### config.mk
export PLATFORM = sky130hd
export DESIGN_NAME = cache_replacement_ctrl
export DESIGN_NICKNAME = d
export VERILOG_FILES = /design/src/rtl/cache_replacement_ctrl.sv
export SDC_FILE = /design/constraint.sdc
export NUM_CORES = 1
export LEC_CHECK = 0
export CAP_MARGIN = 15
export CORE_UTILIZATION = 45
export DETAILED_ROUTE_END_ITERATION = 10
export GPL_ROUTABILITY_DRIVEN = 1
export PLACE_DENSITY = 0.74
export SLEW_MARGIN = 20
export SYNTH_ARGS = -nofsm -noshare
export SYNTH_HDL_FRONTEND = slang
export SYNTH_SLANG_ARGS = --single-unit
### constraint.sdc
create_clock -name clk -period 4.9 [get_ports clk]
set_input_delay 0.735 -clock clk [delete_from_list [all_inputs] [get_ports clk]]
set_output_delay 0.735 -clock clk [all_outputs]
set_load 0.01 [all_outputs]
### src/rtl/cache_replacement_ctrl.sv
// rtl/cache_replacement_ctrl.sv - victim selection and miss-handling controller for a set-associative cache
module cache_replacement_ctrl #(
    parameter int NUM_WAYS      = 4,
    parameter int COUNTER_WIDTH = 8
) (
    input  logic                              clk,
    input  logic                              rst_n,
    input  logic                              lookup_valid,
    output logic                              lookup_ready,
    input  logic                              lookup_hit,
    input  logic [NUM_WAYS-1:0]               hit_way,
    input  logic [NUM_WAYS-1:0]               way_valid,
    input  logic [NUM_WAYS-1:0]               way_dirty,
    input  logic [NUM_WAYS-1:0]               way_expired,
    input  logic [NUM_WAYS*COUNTER_WIDTH-1:0] way_age,
    output logic                              accessed,
    output logic [COUNTER_WIDTH-1:0]          accessed_way_age,
    output logic [NUM_WAYS-1:0]               allocate,
    output logic [NUM_WAYS-1:0]               victim_way,
    output logic                              wb_req,
    input  logic                              wb_ack,
    output logic                              fill_req,
    input  logic                              fill_done,
    output logic                              miss_done,
    output logic                              proto_err
);

    localparam int IDX_W = (NUM_WAYS > 1) ? $clog2(NUM_WAYS) : 1;

    typedef enum logic [2:0] {
        S_IDLE,
        S_SELECT,
        S_WRITEBACK,
        S_FILL,
        S_UPDATE
    } state_t;

    state_t state, state_next;

    logic                     accept;
    logic                     hit_onehot;
    logic [COUNTER_WIDTH-1:0] hit_age;
    logic                     inv_found, exp_found;
    logic [IDX_W-1:0]         inv_idx, exp_idx, max_idx, sel_idx;
    logic [COUNTER_WIDTH-1:0] max_age, sel_age, victim_age;
    logic                     sel_dirty, sel_valid;
    logic [NUM_WAYS-1:0]      sel_onehot;

    assign lookup_ready = (state == S_IDLE);
    assign accept       = lookup_valid && lookup_ready;

    always_comb begin
        int ones;
        ones    = 0;
        hit_age = '0;
        for (int i = 0; i < NUM_WAYS; i++) begin
            if (hit_way[i]) begin
                ones    = ones + 1;
                hit_age = way_age[i*COUNTER_WIDTH +: COUNTER_WIDTH];
            end
        end
        hit_onehot = (ones == 1);
    end

    // Priority: first invalid way, then first expired way, then oldest (strict > keeps lowest index on ties).
    always_comb begin
        inv_found  = 1'b0;
        exp_found  = 1'b0;
        inv_idx    = '0;
        exp_idx    = '0;
        max_idx    = '0;
        max_age    = way_age[0 +: COUNTER_WIDTH];
        sel_age    = '0;
        for (int i = 0; i < NUM_WAYS; i++) begin
            if (!inv_found && !way_valid[i]) begin
                inv_found = 1'b1;
                inv_idx   = IDX_W'(i);
            end
            if (!exp_found && way_expired[i]) begin
                exp_found = 1'b1;
                exp_idx   = IDX_W'(i);
            end
            if (way_age[i*COUNTER_WIDTH +: COUNTER_WIDTH] > max_age) begin
                max_age = way_age[i*COUNTER_WIDTH +: COUNTER_WIDTH];
                max_idx = IDX_W'(i);
            end
        end
        sel_idx = inv_found ? inv_idx : (exp_found ? exp_idx : max_idx);
        for (int i = 0; i < NUM_WAYS; i++) begin
            if (IDX_W'(i) == sel_idx) begin
                sel_age = way_age[i*COUNTER_WIDTH +: COUNTER_WIDTH];
            end
        end
        sel_dirty  = way_dirty[sel_idx];
        sel_valid  = way_valid[sel_idx];
        sel_onehot = NUM_WAYS'(1) << sel_idx;
    end

    always_ff @(posedge clk) begin
        if (!rst_n) begin
            state <= S_IDLE;
        end else begin
            state <= state_next;
        end
    end

    always_comb begin
        state_next = state;
        case (state)
            S_IDLE:      if (accept && !lookup_hit) state_next = S_SELECT;
            S_SELECT:    state_next = (sel_valid && sel_dirty) ? S_WRITEBACK : S_FILL;
            S_WRITEBACK: if (wb_ack) state_next = S_FILL;
            S_FILL:      if (fill_done) state_next = S_UPDATE;
            S_UPDATE:    state_next = S_IDLE;
            default:     state_next = S_IDLE;
        endcase
    end

    // Pulse outputs default low every cycle; level outputs are set and cleared on state transitions.
    always_ff @(posedge clk) begin
        if (!rst_n) begin
            accessed         <= 1'b0;
            accessed_way_age <= '0;
            allocate         <= '0;
            victim_way       <= '0;
            victim_age       <= '0;
            wb_req           <= 1'b0;
            fill_req         <= 1'b0;
            miss_done        <= 1'b0;
            proto_err        <= 1'b0;
        end else begin
            accessed         <= 1'b0;
            accessed_way_age <= '0;
            allocate         <= '0;
            miss_done        <= 1'b0;
            proto_err        <= 1'b0;
            case (state)
                S_IDLE: begin
                    if (accept && lookup_hit) begin
                        if (hit_onehot) begin
                            accessed         <= 1'b1;
                            accessed_way_age <= hit_age;
                        end else begin
                            proto_err <= 1'b1;
                        end
                    end
                end
                S_SELECT: begin
                    victim_way <= sel_onehot;
                    victim_age <= sel_age;
                    if (sel_valid && sel_dirty) begin
                        wb_req <= 1'b1;
                    end else begin
                        fill_req <= 1'b1;
                    end
                end
                S_WRITEBACK: begin
                    if (wb_ack) begin
                        wb_req   <= 1'b0;
                        fill_req <= 1'b1;
                    end
                end
                S_FILL: begin
                    if (fill_done) begin
                        fill_req         <= 1'b0;
                        allocate         <= victim_way;
                        accessed         <= 1'b1;
                        accessed_way_age <= victim_age;
                        miss_done        <= 1'b1;
                    end
                end
                S_UPDATE: begin
                    victim_way <= '0;
                    victim_age <= '0;
                end
                default: ;
            endcase
        end
    end

endmodule

# Yosys cells after proc, flatten, opt, wreduce, memory -nomap -nowiden
# Index checks and enable logic that the tools add are counted.
# W data, S select, Z words.
[classes] add_sub_neg=3 n_lt_le_gt_ge=4 n_eq_ne=13 shifts=1 muxes=60 reduce_logical=30
[ops] cell="$mux W8" n=13
[ops] cell="$add A32 B2 Y32 const B" n=3
[ops] cell="$mux W32" n=3
[ops] cell="$eq A32 B2 Y1 const B" n=1
[ops] cell="$pmux W8 S2" n=2
[ops] cell="$gt A8 B8 Y1" n=3
[ops] cell="$mux W1" n=24
[ops] cell="$mux W2" n=8
[ops] cell="$pmux W3 S4" n=1
[ops] cell="$reduce_and A3 Y1" n=4
[ops] cell="$logic_and A1 B1 Y1" n=10
[ops] cell="$logic_not A1 Y1" n=9
[ops] cell="$mux W3" n=3
[ops] cell="$ne A2 B2 Y1 const B" n=4
[ops] cell="$pmux W4 S2" n=1
[ops] cell="$eq A3 B2 Y1 const B" n=2
[ops] cell="$bmux W1 S2" n=2
[ops] cell="$eq A2 B2 Y1 const A" n=2
[ops] cell="$pmux W1 S2" n=2
[ops] cell="$reduce_and A4 Y1" n=1
[ops] cell="$reduce_bool A2 Y1" n=2
[ops] cell="$shl A1 B2 Y4 const A" n=1
[ops] cell="$eq A3 B1 Y1 const B" n=1
[ops] cell="$eq A3 B3 Y1 const B" n=1
[ops] cell="8 further kinds" n=8
[word_totals] register_bits=32 in_bits=54 out_inout_bits=22 elab_cells=121

# Longest topological paths before layout
# Gate-level depths: netlist (run 1).
[depth] ltp_word=18 mapped_depth=27 mapped_depth_nobuf=24

# Worst setup path before layout (run 1)
# Ideal clock, no wire load.
[synth_path] path_type="input to register" from="input port way_age[1]" to="register wb_req" setup_time_ns=0.116 arrival_ns=5.082 required_ns=4.784 setup_slack_ns=-0.297 path_stages=26 path_buffers=4 path_cell_list="inv_1 > ha_1 > nor2b_1 > o211ai_2 > a21oi_1 > o31a_1 > buf_2 > buf_1 > a21oi_1 > ha_1 > nor2b_1 > o211ai_2 > a21oi_2 > o21ai_2 > clkbuf_1 > o21ai_0 > ha_1 > nor2b_4 > o21ai_2 > a221o_1 > nand4_4 > o21ai_4 > buf_12 > mux2i_1 > a211oi_2 > a31o_1"
[synth_between] elab_chain_cells=13 elab_cells_between_ends=17 classes_between="order compare: 3; eq/ne: 1; mux: 11; reduce/logical: 2"
[synth_lines] element="from (decl)" line="15" rtl="input logic [NUM_WAYS*COUNTER_WIDTH-1:0] way_age,"
[synth_lines] element="$gt A8 B8 Y1" line="83" rtl="if (way_age[i*COUNTER_WIDTH +: COUNTER_WIDTH] > max_age) begin"
[synth_lines] element="$mux W8" line="83"
[synth_lines] element="$gt A8 B8 Y1" line="83"
[synth_lines] element="$mux W8" line="83"
[synth_lines] element="$gt A8 B8 Y1" line="83"
[synth_lines] element="$mux W2 (*)" line="83"
[synth_lines] element="$mux W2 (*) (2 in series)" line="88" rtl="sel_idx = inv_found ? inv_idx : (exp_found ? exp_idx : max_idx);"
[synth_lines] element="$bmux W1 S2, on equally long branches" line="95, 94"
[synth_lines] element="$mux W1, on equally long branches" line="95, 94"
[synth_lines] element="$logic_and A1 B1 Y1 (*)" line="151" rtl="if (sel_valid && sel_dirty) begin"
[synth_lines] element="$ne A2 B2 Y1 (no line) (*)"
[synth_lines] element="$reduce_and A3 Y1 (no line) (*)"
[synth_lines] element="to (signal assigned)" line="127" rtl="wb_req <= 1'b0;"
[synth_lines] element="to (signal assigned)" line="152" rtl="wb_req <= 1'b1;"
[synth_lines] element="to (signal assigned)" line="159" rtl="wb_req <= 1'b0;"
[synth_lines] element="to (decl)" line="20" rtl="output logic wb_req,"
# Mark *: on every way between the ends. The rest lies on a longest branch, timed or not. The select of a mux whose other input is x is not followed.
# A chain may end at the register's enable or synchronous reset.

# Worst setup path after layout (run 1)
[layout_path] from="input port way_age[9]" to="register victim_age[7]"
[layout_between] elab_chain_cells=14 elab_cells_between_ends=19 classes_between="order compare: 3; eq/ne: 3; mux: 12; reduce/logical: 1"
[layout_lines] element="$gt A8 B8 Y1" line="83"
[layout_lines] element="$mux W8" line="83"
[layout_lines] element="$gt A8 B8 Y1" line="83"
[layout_lines] element="$mux W8" line="83"
[layout_lines] element="$gt A8 B8 Y1" line="83"
[layout_lines] element="$mux W2 (*)" line="83"
[layout_lines] element="$mux W2 (*) (2 in series)" line="88"
[layout_lines] element="$logic_not A2 Y1" line="90" rtl="if (IDX_W'(i) == sel_idx) begin"
[layout_lines] element="$mux W8 (3 in series)" line="90"
[layout_lines] element="$mux W8 (*)" line="90"
[layout_lines] element="$pmux W8 S2 (*)" line="137" rtl="case (state)"
[layout_lines] element="to (signal assigned)" line="150" rtl="victim_age <= sel_age;"
[layout_lines] element="to (decl)" line="45" rtl="logic [COUNTER_WIDTH-1:0] max_age, sel_age, victim_age;"
# Mark *: on every way between the ends. The rest lies on a longest branch, timed or not.

==> key figures, run 1 <==
Run status
  • Outcome: finished, violations left
  • Failing checks: negative setup slack

Critical path
  • Startpoint types: input pin
  • Critical Path Fanout Max: 8
  • R2R Setup Slk: 2770 ps
  • Worst Path Arrival: 5210 ps
  • Terminus of the critical flop-to-flop path: victim_age[7]
  • Worst EP required: 5090 ps
  • Worst reg2reg path startpoint: state[0]
  • Crit Path Category: in2reg
  • CP endpoint kind: flip-flop
  • Number of cells on the worst reg-to-reg path: 6

STA
  • Max Fclk: 199 MHz
  • Final Skew: 12.4 ps
  • Final WS setup: -117 ps
  • Final period utilization: 1.02
  • Minimum clock period: 5020 ps
  • Fin Setup TNS: -1040 ps
  • Max-slew violations: 0
  • Hold Vio Cnt, Final: 0
  • Relative slew margins: 0.465
  • Worst-margin pin slew: 801 ps
  • RSZ-0062 raised after global routing: true
  • Count of final setup violators: 15

Finish
  • Fillers: 425
  • Layout net count: 593
  • Commonest cells after routing, fill and taps aside: 65 x buf_4, 59 x clkdlybuf4s50_1, 43 x nand2_1
  • Non-filler instance count after layout: 587
  • Area growth syn-to-layout: 60.5%
  • Most common cell after layout, fill and taps aside: buf_4
  • Number of diodes: 0
  • Layout cell share with drive strength beyond 1: 0.309

Power and ir drop
  • Combinational power share: 0.540
  • Leak pwr: 1.88 nW
  • Total internal power: 0.696 mW
  • Worst ir drop on vdd: 0.239 mV
  • Pwr Total: 1.14 mW
  • Seq pwr share: 0.292
  • PD cells: 249 nW/um^2
  • Sw frac: 0.392
  • Clock share of power: 0.168
  • Net Switching: 0.448 mW

Detailed routing
  • Detail-routed net length per standard cell: 17.4 um
  • Vias: 3516
  • Initial DRT Pass Iterations: 7
  • Post-detailed-route count of antenna-violating nets: 0
  • Total Wirelength: 10200 um
  • DR WL met2: 4910 um
  • Vias per inst: 5.99
  • DR iter-0 viols: 205
  • Metal3 WL: 676 um
  • M1 wire length: 4020 um
  • Detailed-route DRC error count: 0
  • Highest metal used: met4

Min path
  • Hold Crit Endpoint: victim_way[1]
  • Hold path startpoint: victim_way[1]
  • Worst hold path type: reg2reg
  • Hold path cells: 2

Global route
  • Vias in the first global route: 3393
  • Largest net degree at the start of global routing: 21
  • Overall Global Routing Usage: 0.316
  • Grt ovf: 0
  • Initial antenna violation count: 0
  • First-pass GRT wire length: 16000 um

Floorplan
  • Io pins: 76
  • DIE AREA: 6670 um^2
  • Die Wd: 81.7 um
  • Die H: 81.7 um
  • Site row count: 28
  • Initial Utilization: 0.474
  • Core area: 6030 um^2

Yosys
  • Yosys reg bits: 32
  • Synth area leaders: dfxtp_1 22%, ha_1 12%, a21oi_1 7.2%
  • Ys async rst share: 0
  • Syn. warnings: 0
  • Sequential share of the synthesized area: 0.224
  • Mean Syn Cell Area: 7.52 um^2
  • Synth Cell Area: 2860 um^2
  • Synth cell types: 55
  • Ys flop type: dfxtp_1
  • EDFF count, synth: 0
  • Area share of the leading cell type in the synthesized netlist: 0.224
  • Synthesized net count: 461
  • Dominant cell type by area after synthesis: dfxtp_1
  • Post-synthesis cell count: 380

CTS
  • Root buffer cell: clkbuf_8
  • Clock buffer depth: 2
  • Clk sinks: 32
  • # hold bufs at CTS: 0
  • Reg clk slew, reported paths: 60 ps
  • CTS tree: built
  • CTS H-tree lvls: 2
  • Num CTS Buffers: 5
  • Worst skew pair latency: 290 ps

Place
  • Pre-CTS setup slack: -1040 ps
  • Hpwl dp: 7150 um
  • Post-Place Cells: 551
  • # port buffers: 75
  • Routability cong.: 0.889

Job
  • Maxcap violations: 0
## worst max-delay path by stage
stage	startpoint	end	slack, ps
final	way_age[9]	victim_age[7]	-120
after CTS	way_age[10]	victim_age[7]	3
after global routing	way_age[8]	victim_age[4]	-330
after global placement	way_age[1]	victim_age[6]	-890
after detailed placement	way_age[1]	victim_age[7]	-1040
after floorplan	way_age[9]	wb_req	-4
## layer usage
layer  vias up  track usage
met5         -            0
met4         0        0.156
met3        51       0.0533
met2       199        0.567
met1      1626        0.361
li1       1640            -
## cell families (layout without fill, tap and decap cells)
group,count (synthesis),in the layout,share of synthesized area
AND/OR/NAND/NOR,137,137,0.240
AO/OA/AOI/OAI,129,131,0.310
adder cells (fa/ha/maj),27,27,0.118
multiplexers,10,10,0.0355
flip-flops,32,32,0.224
XOR/XNOR,3,3,0.00920
buffers and inverters,42,172,0.0622
## sequential cells by signal, summed over array words and instances (netlist names)
signal,flops
accessed,1
proto_err,1
victim_age,8
wb_req,1
miss_done,1
state,3
allocate,4
victim_way,4
accessed_way_age,8
fill_req,1
## timing repair
action / in CTS / in global routing
gates resized for setup: 97 / 40
gates cloned: 2 / 0
pin swaps: 33 / 24
buffers inserted: 25 / 2
endpoints found under the setup margin: 15 / 15
## Yosys cell counts, drive strengths merged, types with 2 or more instances
| library cell | n |
|---|---|
| and3 | 7 |
| a21o | 3 |
| a211oi | 4 |
| nand3b | 3 |
| buf | 7 |
| o21ai | 32 |
| a221oi | 2 |
| mux2i | 9 |
| ha | 27 |
| nand3 | 4 |
| inv | 21 |
| a2bb2oi | 5 |
| a31o | 2 |
| a31oi | 2 |
| nor2b | 10 |
| xnor2 | 3 |
| dfxtp | 32 |
| nor2 | 41 |
| a32oi | 11 |
| or2 | 2 |
| a21boi | 2 |
| nand2 | 44 |
| and2 | 8 |
| nand2b | 7 |
| a22oi | 4 |
| a21oi | 44 |
| nor3 | 2 |
| clkbuf | 14 |
| o211ai | 10 |
| a211o | 2 |
| nand4 | 8 |
## stage by stage
step,hold slack (ps),util,instance area (um^2)
detailed placement,474,0.664,4000
finish,480,0.761,4590
global placement,472,0.664,4000
floorplan,454,-,2950
CTS,484,0.739,4460
global route,512,0.761,4590
## final cells by class
type,count,area [um^2],share of cell area
multi-input cells,308,2390,0.522
repair buffers,144,1290,0.282
flip-flops and latches,32,641,0.140
well taps,75,93.8,0.0205
inverters,21,88.8,0.0194
clock buffers,6,72.6,0.0158
clock inverters,1,5.00,0.00109
## critical path, stage by stage
cell and delay [ps]:
buf_2 130, ha_4 240, nor2b_4 120, o211ai_2 150, a21oi_2 80, buf_4 130
buf_4 120, o31a_1 300, nor2_1 130, a21oi_1 80, ha_1 320, nand4_1 160
or2_4 330, o21ai_4 140, buf_6 160, o21ai_2 50, ha_1 290, nand4_1 150
a221o_1 340, nand4_4 140, o21ai_4 100, buf_6 160, a21oi_4 180, nand4_4 200
o211ai_1 270
## power by group through the flow
stage               clock network [mW]  registers (mW)  logic, mW
finish                           0.192           0.334      0.618
global route                     0.202           0.340      0.671
CTS                              0.191           0.333      0.573
detailed placement                   0           0.339      0.504
global placement                     0           0.337      0.494
floorplan                            0           0.326      0.329
Power figures use the tool's default switching activity.
==> inputs of run 2 (changes only) <==
--- a/config.mk
+++ b/config.mk
@@ -5,10 +5,12 @@
 export SDC_FILE = /design/constraint.sdc
 export NUM_CORES = 1
 export LEC_CHECK = 0
+export ABC_AREA = 1
 export CAP_MARGIN = 15
 export CORE_UTILIZATION = 45
 export DETAILED_ROUTE_END_ITERATION = 10
 export GPL_ROUTABILITY_DRIVEN = 1
+export GPL_TIMING_DRIVEN = 0
 export PLACE_DENSITY = 0.74
 export SLEW_MARGIN = 20
 export SYNTH_ARGS = -nofsm -noshare
==> key figures, run 2 <==
Critical path
  • CP endpoint kind: flip-flop
  • Worst Path Arrival: 4810 ps
  • Worst EP required: 5120 ps
  • Critical Path Fanout Max: 10
  • Number of cells on the worst reg-to-reg path: 7
  • Top cell by count, worst path: nand2_2
  • Slowest cell on the critical path: ha_1
  • CP top delay family: simple AND/OR/NAND/NOR gates
  • Crit Path Category: in2reg
  • Worst reg2reg path startpoint: state[2]
  • WP buf/inv: 6
  • Startpoint types: input pin
  • Crit path from: way_age[11]
  • Levels on crit path: 34
  • Max incr delay on CP: 320 ps

Run status
  • Outcome: completed

Finish
  • Layout net count: 619
  • Layout cell share with drive strength beyond 1: 0.208
  • Most common cell after layout, fill and taps aside: nand2_1
  • Fillers: 550
  • Area growth syn-to-layout: 41.1%
  • Commonest cells after routing, fill and taps aside: 109 x nand2_1, 58 x clkdlybuf4s50_1, 47 x inv_1
  • Top Registers: accessed_way_age: 8 flops, victim_age: 8 flops
  • Number of diodes: 0
  • Final instance area: 4050 um^2
  • Multi-input logic area: 2100 um^2
  • Sequential cell area: 641 um^2

Yosys
  • Yosys reg bits: 32
  • EDFF count, synth: 0
  • Synth area leaders: dfxtp_1 22%, nand2_1 16%, ha_1 12%
  • Ys async rst share: 0
  • Syn. warnings: 0
  • Synthesized net count: 532
  • Synth cell types: 37
  • Ys flop type: dfxtp_1
  • Sequential share of the synthesized area: 0.223
  • Synth Cell Area: 2870 um^2
  • Area share of the leading cell type in the synthesized netlist: 0.223
  • Post-synthesis cell count: 451
  • Count leader, synth: nand2_1
  • Dominant cell type by area after synthesis: dfxtp_1
  • Top cells by count, synth: 121 x nand2_1, 57 x inv_1, 50 x nor2_1, 32 x dfxtp_1, 29 x o21ai_0
  • Mean Syn Cell Area: 6.36 um^2

Place
  • # port buffers: 74
  • Routability cong.: 0.878
  • Hpwl dp: 6640 um
  • DP Area: 3700 um^2

Global route
  • Met1 Use GR: 0.318
  • Vias in the first global route: 2932
  • Overall Global Routing Usage: 0.256
  • First-pass GRT wire length: 13000 um
  • Initial antenna violation count: 0
  • Grt ovf: 0
  • Most Crowded Layer GR: met2
  • Largest net degree at the start of global routing: 11
  • GRT met2 Usage: 0.470
  • M3 GR Usage: 0.0333

STA
  • Hold Vio Cnt, Final: 0
  • Relative slew margins: 0.484
  • Minimum clock period: 4590 ps
  • Worst hold slack: 445 ps
  • Final period utilization: 0.938
  • Max-slew violations: 0
  • Final Skew: 4.08 ps
  • Worst-margin pin slew: 773 ps
  • Max Fclk: 218 MHz
  • Count of final setup violators: 0

Detailed routing
  • Post-detailed-route count of antenna-violating nets: 0
  • Initial DRT Pass Iterations: 4
  • Total Wirelength: 8380 um
  • Vias per inst: 5.23
  • Vias: 3211
  • DR iter-0 viols: 153
  • Detailed-route DRC error count: 0
  • Detail-routed net length per standard cell: 13.6 um

Floorplan
  • Core area: 6030 um^2
  • Io pins: 76
  • Die Wd: 81.9 um
  • DIE AREA: 6700 um^2
  • Die H: 81.9 um
  • Initial Utilization: 0.476
  • Site row count: 28

CTS
  • Clk sinks: 32
  • CTS tree: built
  • Root buffer cell: clkbuf_8
  • # hold bufs at CTS: 0
  • Worst skew pair latency: 280 ps
  • Reg clk slew, reported paths: 60 ps
  • CTS H-tree lvls: 2
  • Num CTS Buffers: 5
  • Clock buffer depth: 2

Power and ir drop
  • Leak pwr: 1.87 nW
  • Worst ir drop on vdd: 0.229 mV
  • PD cells: 268 nW/um^2

Min path
  • Worst hold path type: reg2reg
  • Hold path startpoint: victim_way[2]
  • Hold path cells: 2

Job
  • Maxcap violations: 0
## run 2: cell type report
class | count | area share
clock buffers | 6 | 0.0204
inverters | 65 | 0.0615
flip-flops and latches | 32 | 0.158
clock inverters | 2 | 0.00247
multi-input cells | 341 | 0.520
repair buffers | 80 | 0.189
plain buffers | 13 | 0.0256
well taps | 75 | 0.0232
## run 2: repair_timing
action                     4_1_cts  5_1_grt
buffers inserted                 4        1
cloned                           1        0
pin swaps                       17       33
setup endpoints to repair       15       15
gates resized for setup         40       72
## run 2: metal layers
| layer | part of all wire | wire length, um |
|---|---|---|
| met1 | 0.44 | 3660 |
| met2 | 0.51 | 4270 |
| met3 | 0.047 | 393 |
| met4 | 0.0061 | 51 |
| met5 | 0 | 0 |
## run 2: cell families (layout without fill, tap and decap cells)
| logic type | count (synthesis) | in the layout | share of synthesized area |
|---|---|---|---|
| AND/OR/NAND/NOR | 230 | 230 | 0.374 |
| AO/OA/AOI/OAI | 82 | 82 | 0.168 |
| buffers and inverters | 78 | 166 | 0.111 |
| flip-flops | 32 | 32 | 0.223 |
| adder cells (fa/ha/maj) | 27 | 27 | 0.118 |
| XOR/XNOR | 2 | 2 | 0.00610 |
## run 2: worst min-delay path, cell delays in order (launching register included)
cell     delay (ps)
dfxtp_1         320
inv_1            50
nor2_1           30
## run 2: final timing paths
path,endpoint,slack (ps)
hold / removal,allocate[2],440
setup reg to reg,victim_age[5],3030
setup / recovery,victim_age[2],310
hold reg to reg,allocate[2],440
## run 2: per-stage QoR
| step | power, mW | TNS (ps) | utilization | cells | worst slack [ps] |
|---|---|---|---|---|---|
| final | 1.08 | 0 | 0.672 | 614 | 306 |
| after detailed placement | 0.814 | -13570 | 0.615 | 600 | -1020 |
| after CTS | 1.05 | 0 | 0.647 | 613 | 0.557 |
| after floorplan | 0.648 | 0 | - | 451 | 360 |
| after global placement | 0.804 | -12780 | 0.615 | 600 | -954 |
| after global routing | 1.17 | -27.8 | 0.672 | 614 | -26.8 |
## run 2: power breakdown
group          switching, mW  total (mW)  leakage (nW)  internal [mW]
Combinational          0.323       0.562          1.56          0.238
Sequential            0.0192       0.314         0.259          0.295
Clock                 0.0968       0.209        0.0510          0.112
==> inputs of run 3 (changes only) <==
--- a/config.mk
+++ b/config.mk
@@ -11,7 +11,7 @@
 export DETAILED_ROUTE_END_ITERATION = 10
 export GPL_ROUTABILITY_DRIVEN = 1
 export GPL_TIMING_DRIVEN = 0
-export PLACE_DENSITY = 0.74
+export PLACE_DENSITY = 0.75
 export SLEW_MARGIN = 20
 export SYNTH_ARGS = -nofsm -noshare
 export SYNTH_HDL_FRONTEND = slang
==> key figures, run 3 (synthesized netlist as in run 2, its figures left out) <==
Global route
  • Overall Global Routing Usage: 0.266
  • Initial antenna violation count: 0
  • Largest net degree at the start of global routing: 11
  • First-pass GRT wire length: 13600 um
  • Grt ovf: 0
  • Vias in the first global route: 3122

STA
  • Worst-margin pin slew: 836 ps
  • Final WS setup: 200 ps
  • Worst hold slack: 454 ps
  • Minimum clock period: 4700 ps
  • Final Skew: 7.52 ps
  • Fin Setup TNS: 0 ps
  • Max-slew violations: 0
  • Final period utilization: 0.959
  • Relative slew margins: 0.441
  • Count of final setup violators: 0
  • Hold Vio Cnt, Final: 0
  • Max Fclk: 213 MHz

Job
  • Maxcap violations: 0

Floorplan
  • DIE AREA: 6700 um^2
  • Io pins: 76
  • Die H: 81.9 um
  • Core area: 6030 um^2
  • Site row count: 28
  • Initial Utilization: 0.476
  • Die Wd: 81.9 um

Power and ir drop
  • Seq pwr share: 0.266
  • PD cells: 280 nW/um^2
  • Worst ir drop on vdd: 0.391 mV
  • Net Switching: 0.460 mW
  • Sw frac: 0.387
  • Combinational power share: 0.503
  • Clock share of power: 0.231
  • Total internal power: 0.728 mW
  • Leak pwr: 1.95 nW

Detailed routing
  • Vias per inst: 5.37
  • Post-detailed-route count of antenna-violating nets: 0
  • Total Wirelength: 9000 um
  • Initial DRT Pass Iterations: 5
  • Vias: 3354
  • DR iter-0 viols: 248
  • Detail-routed net length per standard cell: 14.4 um
  • Detailed-route DRC error count: 0

Place
  • Pre-CTS setup slack: -993 ps
  • # port buffers: 74
  • Post-Place Cells: 600
  • Hpwl dp: 6500 um
  • Routability cong.: 0.826

Finish
  • Area growth syn-to-layout: 47.8%
  • Most common cell after layout, fill and taps aside: nand2_1
  • Top Registers: accessed_way_age: 8 flops, victim_age: 8 flops
  • Number of diodes: 0
  • Commonest cells after routing, fill and taps aside: 107 x nand2_1, 58 x clkdlybuf4s50_1, 48 x inv_1
  • Fillers: 515
  • Layout net count: 630
  • Layout cell share with drive strength beyond 1: 0.235
  • Non-filler instance count after layout: 625

Min path
  • Worst hold path type: reg2reg

CTS
  • Root buffer cell: clkbuf_8
  • Num CTS Buffers: 5
  • # hold bufs at CTS: 0
  • Worst skew pair latency: 280 ps
  • CTS H-tree lvls: 2
  • Reg clk slew, reported paths: 70 ps
  • CTS tree: built
  • Clk sinks: 32
  • Clock buffer depth: 2

Critical path
  • Max incr delay on CP: 320 ps
  • Top cell by count, worst path: nand2_1
  • CP endpoint kind: flip-flop
  • Worst Path Arrival: 4920 ps
  • Worst EP required: 5120 ps
  • Crit Path Category: in2reg
  • Startpoint types: input pin
  • Slowest cell on the critical path: ha_1
  • Critical Path Fanout Max: 10

Run status
  • Outcome: completed
==> run 3: changes by cell type in the layout (fill, tap and decap cells not counted), moves of 2 or more <==
cell      previous run  this run
clkinv_2             2         0
nor2_2               4         8
nor2_1              46        42
nand2_1            109       107
o21ai_0             18        15
buf_4                5        13
o21ai_1              5         9
==> run 3: layout make-up <==
type / instances / area, um^2 / share of cell area
Multi-Input combinational cell: 342 / 2140 / 0.505
Tap cell: 75 / 93.8 / 0.0221
Buffer: 13 / 113 / 0.0265
Timing Repair Buffer: 90 / 877 / 0.207
Sequential cell: 32 / 641 / 0.151
Clock buffer: 7 / 96.3 / 0.0227
Clock inverter: 1 / 30.0 / 0.00708
Inverter: 65 / 249 / 0.0587
==> run 3: per-stage QoR <==
| stage | util | cell area, um^2 | total power, mW |
|---|---|---|---|
| 2_1_floorplan | - | 2870 | 0.648 |
| 5_1_grt | 0.704 | 4240 | 1.27 |
| 6_report | 0.704 | 4240 | 1.19 |
| 4_1_cts | 0.673 | 4050 | 1.13 |
| 3_5_place_dp | 0.615 | 3700 | 0.816 |
| 3_3_place_gp | 0.615 | 3700 | 0.802 |
==> run 3: worst paths after layout <==
check / end / cells past startpoint / slack (ps) / start
max: victim_age[2] / 35 / 200 / way_age[3]
min: allocate[2] / 2 / 450 / victim_way[2]
max reg2reg: victim_age[4] / 8 / 2950 / state[0]
min reg2reg: allocate[2] / 2 / 450 / victim_way[2]
==> run 3: what timing repair did <==
| item | CTS | global route |
|---|---|---|
| gates cloned | 2 | 2 |
| endpoints found under the setup margin | 15 | 15 |
| pin swaps | 15 | 39 |
| buffers inserted | 10 | 3 |
| resized for setup | 47 | 78 |
==> run 3: power by group through the flow <==
stage	combinational (mW)	sequential, mW	clock [mW]
2_1_floorplan	0.326	0.322	0
6_report	0.597	0.317	0.274
4_1_cts	0.542	0.315	0.277
3_3_place_gp	0.483	0.319	0
3_5_place_dp	0.495	0.321	0
5_1_grt	0.661	0.321	0.287
==> run 3: worst max-delay path: cells and delay by family <==
| kind | cells | cell delay, ps |
|---|---|---|
| AO/OA/AOI/OAI | 5 | 780 |
| adder cells (fa/ha/maj) | 3 | 890 |
| AND/OR/NAND/NOR | 20 | 1760 |
| buffers and inverters | 7 | 740 |
==> run 3: layer usage <==
layer	vias up	GRT usage	routed length, um
li1	1659	-	-
met1	1520	0.321	3730
met2	152	0.490	4450
met3	23	0.0356	655
met4	0	0.0684	158
met5	-	0	0
